$ cat src/rtl/fir_mac_secuencial.sv
// Sequential FIR filter: one multiply-accumulate per clock against an external
// combinational coefficient memory addressed by estados. One output per
// accepted sample, saturated back to the input Q4.8 format.
module fir_mac_secuencial #(
  parameter int cant_bits = 13,
  parameter int frac_bits = 8,
  parameter int n_taps    = 10
) (
  input  logic                        clk,
  input  logic                        reset,
  input  logic                        start,
  input  logic signed [cant_bits-1:0] din,
  input  logic signed [cant_bits-1:0] Constantes,
  output logic        [3:0]           estados,
  output logic signed [cant_bits-1:0] y,
  output logic                        listo,
  output logic                        busy
);

  localparam int PW = 2*cant_bits;
  // 4 guard bits cover the worst-case sum over 16 taps
  localparam int AW = 2*cant_bits + 4;
  localparam logic signed [AW-1:0] YMAX = AW'(2**(cant_bits-1) - 1);
  localparam logic signed [AW-1:0] YMIN = AW'(-(2**(cant_bits-1)));

  typedef enum logic [1:0] {IDLE, MAC, OUT} state_t;

  state_t                             state, state_nxt;
  logic [n_taps-1:0][cant_bits-1:0]   x;        // x[0] is the newest sample
  logic signed [AW-1:0]               acc;
  logic signed [cant_bits-1:0]        xsel;
  logic signed [PW-1:0]               prod;
  logic signed [AW-1:0]               prod_ext;
  logic signed [AW-1:0]               shifted;
  logic signed [cant_bits-1:0]        ysat;
  logic                               last;

  assign last     = (estados == 4'(n_taps-1));
  assign busy     = (state != IDLE);
  assign prod     = xsel * Constantes;
  assign prod_ext = {{(AW-PW){prod[PW-1]}}, prod};
  assign shifted  = acc >>> frac_bits;

  // Select the delay-line tap addressed by estados; explicit mux keeps the
  // index in range when n_taps is not a power of two.
  always_comb begin
    xsel = '0;
    for (int k = 0; k < n_taps; k++)
      if (estados == 4'(k)) xsel = x[k];
  end

  // Clamp the rescaled accumulator into the output range
  always_comb begin
    ysat = shifted[cant_bits-1:0];
    if (shifted > YMAX)      ysat = YMAX[cant_bits-1:0];
    else if (shifted < YMIN) ysat = YMIN[cant_bits-1:0];
  end

  // State register
  always_ff @(posedge clk or posedge reset) begin
    if (reset) state <= IDLE;
    else       state <= state_nxt;
  end

  // Next-state: start only matters in IDLE, so starts while busy are dropped
  always_comb begin
    state_nxt = state;
    case (state)
      IDLE:    if (start) state_nxt = MAC;
      MAC:     if (last)  state_nxt = OUT;
      OUT:     state_nxt = IDLE;
      default: state_nxt = IDLE;
    endcase
  end

  // Datapath: delay line, accumulator, coefficient index, output register
  always_ff @(posedge clk or posedge reset) begin
    if (reset) begin
      x       <= '0;
      acc     <= '0;
      estados <= '0;
      y       <= '0;
      listo   <= 1'b0;
    end else begin
      listo <= 1'b0;
      case (state)
        IDLE: if (start) begin
          x[0] <= din;
          for (int k = 1; k < n_taps; k++) x[k] <= x[k-1];
          acc     <= '0;
          estados <= '0;
        end
        MAC: begin
          acc     <= acc + prod_ext;
          // wrap to 0 on the last tap so estados never leaves 0..n_taps-1
          estados <= last ? 4'd0 : estados + 4'd1;
        end
        OUT: begin
          y       <= ysat;
          listo   <= 1'b1;
          estados <= '0;
        end
        default: ;
      endcase
    end
  end

endmodule

$ cat config.mk
export PLATFORM = sky130hd
export DESIGN_NAME = fir_mac_secuencial
export DESIGN_NICKNAME = d
export VERILOG_FILES = /design/src/rtl/fir_mac_secuencial.sv
export SDC_FILE = /design/constraint.sdc
export NUM_CORES = 1
export LEC_CHECK = 0
export CAP_MARGIN = 20
export CORE_ASPECT_RATIO = 1.5
export CORE_MARGIN = 3
export CORE_UTILIZATION = 38
export CTS_CLUSTER_DIAMETER = 80
export DETAILED_ROUTE_END_ITERATION = 8
export PLACE_DENSITY = 0.66
export SLEW_MARGIN = 30
export SYNTH_ARGS = -nofsm -noshare
export SYNTH_HDL_FRONTEND = slang
export SYNTH_SLANG_ARGS = --single-unit
$ cat constraint.sdc
create_clock -name clk -period 6.7 [get_ports clk]
set_input_delay 1.675 -clock clk [delete_from_list [all_inputs] [get_ports clk]]
set_output_delay 1.675 -clock clk [all_outputs]
set_load 0.01 [all_outputs]
==> Yosys cells after proc, flatten, opt, wreduce, memory -nomap -nowiden <==
Index checks and enable logic that the tools add are counted.
{ "word_totals": {"reg_bits": 180, "input_bits": 29, "out_inout_bits": 19, "elab_cells": 63} }
{ "op_classes": {"n_addsub": 2, "n_mul": 1, "order_cmp": 2, "eq_ne": 13, "n_mux": 21, "reduce_logical": 9} }
{ "op_table": {"columns": ["op", "count"], "rows": [
  ["$mux W13", 12],
  ["$pmux W30 S2", 1],
  ["$add A30 B26 Y30", 1],
  ["$mux W30", 1],
  ["$mul A13 B13 Y26", 1],
  ["$gt A22 B13 Y1 const B", 1],
  ["$lt A22 B13 Y1 const B", 1],
  ["$eq A4 B3 Y1 const B", 4],
  ["$pmux W4 S3", 1],
  ["$eq A4 B2 Y1 const B", 2],
  ["$eq A4 B4 Y1 const B", 2],
  ["$mux W4", 2],
  ["$reduce_and A2 Y1", 4],
  ["$add A4 B1 Y4 const B", 1],
  ["$eq A4 B1 Y1 const B", 1],
  ["$logic_not A4 Y1", 1],
  ["$mux W2", 2],
  ["$ne A2 B2 Y1 const B", 2],
  ["$pmux W2 S2", 1],
  ["$reduce_bool A2 Y1", 2],
  ["$reduce_bool A3 Y1", 1],
  ["$eq A2 B1 Y1 const B", 1],
  ["$eq A2 B2 Y1 const B", 1],
  ["$logic_not A2 Y1", 1],
  ["$mux W1", 1]
]} }

==> Logic depth before layout (Yosys ltp) <==
{ "depth": {"depth_word": 14, "depth_mapped": 33} }

==> Worst setup path after synthesis <==
Ideal clock, no wire load.
{ "synth_timing": {"path_type": "input -> register", "startpoint": "input Constantes[1]", "endpoint": "register acc[20]", "arrival_time_ps": 7121, "required_time_ps": 6578, "setup_slack_ps": -542, "cell_stages": 19, "n_path_buf": 1, "cell_sequence": "clkbuf_1 -> nand2_1 -> fa_1 -> inv_1 -> fa_1 -> fa_1 -> fa_1 -> fa_1 -> inv_1 -> fa_1 -> inv_1 -> ha_1 -> o21a_1 -> o21ai_0 -> a21boi_1 -> o21ai_1 -> a211oi_1 -> or3_1 -> a32o_1"} }
{ "synth_between": {"elab_chain_cells": 3} }
{ "synth_rtl": {"columns": ["element", "line_no", "rtl"], "rows": [
  ["start, declared", "13", "input logic signed [cant_bits-1:0] Constantes,"],
  ["$mul A13 B13 Y26", "40", "assign prod = xsel * Constantes;"],
  ["$add A30 B26 Y30", "94", "acc <= acc + prod_ext;"],
  ["$pmux W30 S2", "86", "case (state)"],
  ["end signal, assigned", "94", null],
  ["end, declared", "30", "logic signed [AW-1:0] acc;"]
]} }
Every way passes these cells.
A chain may end at the register's enable or synchronous reset.

==> Worst setup path in the final report <==
{ "layout_timing": {"startpoint": "register estados[0]", "endpoint": "register acc[20]"} }
{ "layout_between": {"elab_chain_cells": 14, "elab_cells_between_ends": 23, "cone_classes": "1 x add/sub; 1 x mul; 9 x eq/ne; 11 x mux; 1 x reduce/logical"} }
{ "layout_rtl": {"columns": ["element", "line_no", "rtl"], "rows": [
  ["start, declared", "14", "output logic [3:0] estados,"],
  ["start signal, assigned", "96", "estados <= last ? 4'd0 : estados + 4'd1;"],
  ["$logic_not A4 Y1", "49", "if (estados == 4'(k)) xsel = x[k];"],
  ["$mux W13 (9 in a row)", "49", null],
  ["$mux W13 *", "49", null],
  ["$mul A13 B13 Y26 *", "40", null],
  ["$add A30 B26 Y30 *", "94", null],
  ["$pmux W30 S2 *", "86", null]
]} }
Every way passes the cells marked *; elsewhere a longest branch is shown, timed or not.

==> flow_summary.toml <==
[layout]
fin_nets = 2462
final_util = 0.4953
layout-drive-gt1-share = 0.2178
final_common_cell = "nand2_1"
diodes = 0
mostFrequentLayoutCells = "nand2_1, inv_1, buf_4"
area_growth_syn_to_layout_pct = 28.20

[logic_synthesis]
yosysWarnings = 0
synth.avg_cell_area_um2 = 8.785
synth_seq_cells = 180
synth_area_mm2 = 0.01632
synth_edf_count = 0
syn-num-nets = 2189
yosysSeqAreaShare = 0.2760
netlist_instances = 1858
yosys.area.top_type_share = 0.2760
yosys.area.top_type = "dfrtp_1"
ys.flop_type = "dfrtp_1"
netlist_top_cells_area = "dfrtp_1, fa_1, nand2_1, inv_1, ha_1"
async_reset_ff_frac = 1.000
synthDistinctLibCells = 68

[drt]
routedWlPerCell_um = 14.74
vias = 13050
antenna_left = 0
avgViaCountPerCell = 4.818
drt_iter0_drc = 848
wirelength_um = 39920
firstDrtPassIters = 6
drc = 0

[status]
violations = "negative setup slack"
status = "finished with violations"

[grt]
grt_overflow = 0
track_usage = 0.1833
grt_pass1_vias = 14280
antenna_found_initial = 0
grt_use_met1 = 0.2122
grt_max_degree = 94
top_usage_layer = "met2"
grt_use_met3 = 0.02323
grt_pass1_wl_um = 68780
grtUsageMet2 = 0.3500

[worst_setup_path]
worst-path-max-fanout = 4
critical_path_required_ns = 7.02
crit_top_cell = "fa_1"
path_class = "flop to flop"
r2r_slack_ns = -0.63
cp_slowest_cell = "fa_1"
crit_path_start_kind = "flop"
critPathArrivalTime_ns = 7.65
crit_path_end_kind = "flop"
cp_slowest_stage_delay_ns = 0.53

[sta]
tightest_slew_ns = 0.7811
hold_violations = 0
fin_skew_ns = 0.01469
fin_crit_sh = 1.093
fin_crit_ns = 7.326
finalMaxSlewViolations = 0
slew_headroom = 0.4793
fmax_mhz = 136.5
grt_setup_unrepaired = "yes"
fin_ws_ns = -0.6261
setup_viol = 19

[place]
gp_congestion = 0.8596
hpwl_um = 30670
port_buffers = 47

[die]
ioPinCount = 48
fp.dieArea_mm2 = 0.04553
fp.dieH_um = 259.8
die_w_um = 175.2
initial_core_util = 0.3864
coreArea_mm2 = 0.04225
num_rows = 92

[flow_run]
drv_cap = 0

[cts]
htreeDepth = 4
cts_tree = "yes"
cts.sinks = 180
clk_latency_ns = 0.44
cts_buffers = 17
cts_buffer_depth = 2
root_buffer = "clkbuf_16"
clk_pin_slew_ns = 0.07

[worst_hold_path]
min_path_type = "flop to flop"
-- critical path: cells and delay by family, from the launching register on --
family          cells  cell delay [ns]
compound gates     11             1.61
fa+ha+maj           7             3.13
buf+inv            14             1.34
flops               1             0.39
mux                 1             0.14
simple gates        4             0.60
-- area by class of cell --
type	count	area (um2)
clock buffer	21	450.4
fill	3844	21320
inverter	314	1186
sequential	180	4507
multi-input combinational	1276	10900
timing repair buffer	342	3029
tap	564	705.7
clock inverter	11	151.4
-- final timing paths --
check | from | to | depth (start not counted)
setup / recovery | estados[0] | acc[20] | 37
hold / removal | x[117] | x[117] | 2
setup reg to reg | estados[0] | acc[20] | 37
hold reg to reg | x[117] | x[117] | 2
max in group asynchronous | reset | estados[1] | 3
min in group asynchronous | reset | x[22] | 2
-- cells by family (layout without fill, tap and decap cells) --
| family | Yosys count | in the layout | synth area share |
|---|---|---|---|
| compound gates | 194 | 194 | 0.07750 |
| fa+ha+maj | 302 | 302 | 0.3304 |
| xor+xnor | 25 | 25 | 0.01342 |
| flops | 180 | 180 | 0.2760 |
| buf+inv | 402 | 688 | 0.09513 |
| simple gates | 738 | 738 | 0.1940 |
| mux | 17 | 17 | 0.01357 |
-- per-layer routing --
layer  routed length [um]  vias up
met5                    0        -
met4                  973        0
met3                 1044       62
met2                21920      229
met1                15990     6496
li1                     -     6260
-- through the flow --
| stage | instance area, um2 | hold slack [ns] | std cells | worst slack [ns] | setup TNS, ns |
|---|---|---|---|---|---|
| after floorplan | 16580 | 0.4458 | 1858 | -0.1426 | -0.2603 |
| after global placement | 19200 | 0.4573 | 2613 | -1.046 | -15.11 |
| after detailed placement | 19200 | 0.4649 | 2613 | -1.173 | -17.53 |
| after CTS | 20570 | 0.4801 | 2689 | -0.5986 | -6.181 |
| after global routing | 20930 | 0.5075 | 2708 | -0.9498 | -15.09 |
| final | 20930 | 0.4752 | 2708 | -0.6261 | -7.658 |
-- cell usage after synthesis, drive strengths merged, types with 14 or more instances --
cell type and number:
fa 215, ha 87, o211ai 14, xnor2 14
and2 75, nand2b 14, dfrtp 180, a21oi 29
o21ai 70, buf 23, nor2 69, clkbuf 65
nand2 511, nand3 31, inv 314
-- sequential cells by signal (all words and copies together), names as in the netlist --
name,cells
y,13
listo,1
estados,4
acc,30
state,2
x,130
-- timing repair --
action	CTS	global route
resized for setup	116	54
setup buffers	48	19
gates cloned	0	0
endpoints found under the setup margin	19	22
hold buffers	0	0
pin swaps	108	71
Power is not shown: default switching activity piles up to over one toggle a cycle in this logic, so the estimate is an artifact.
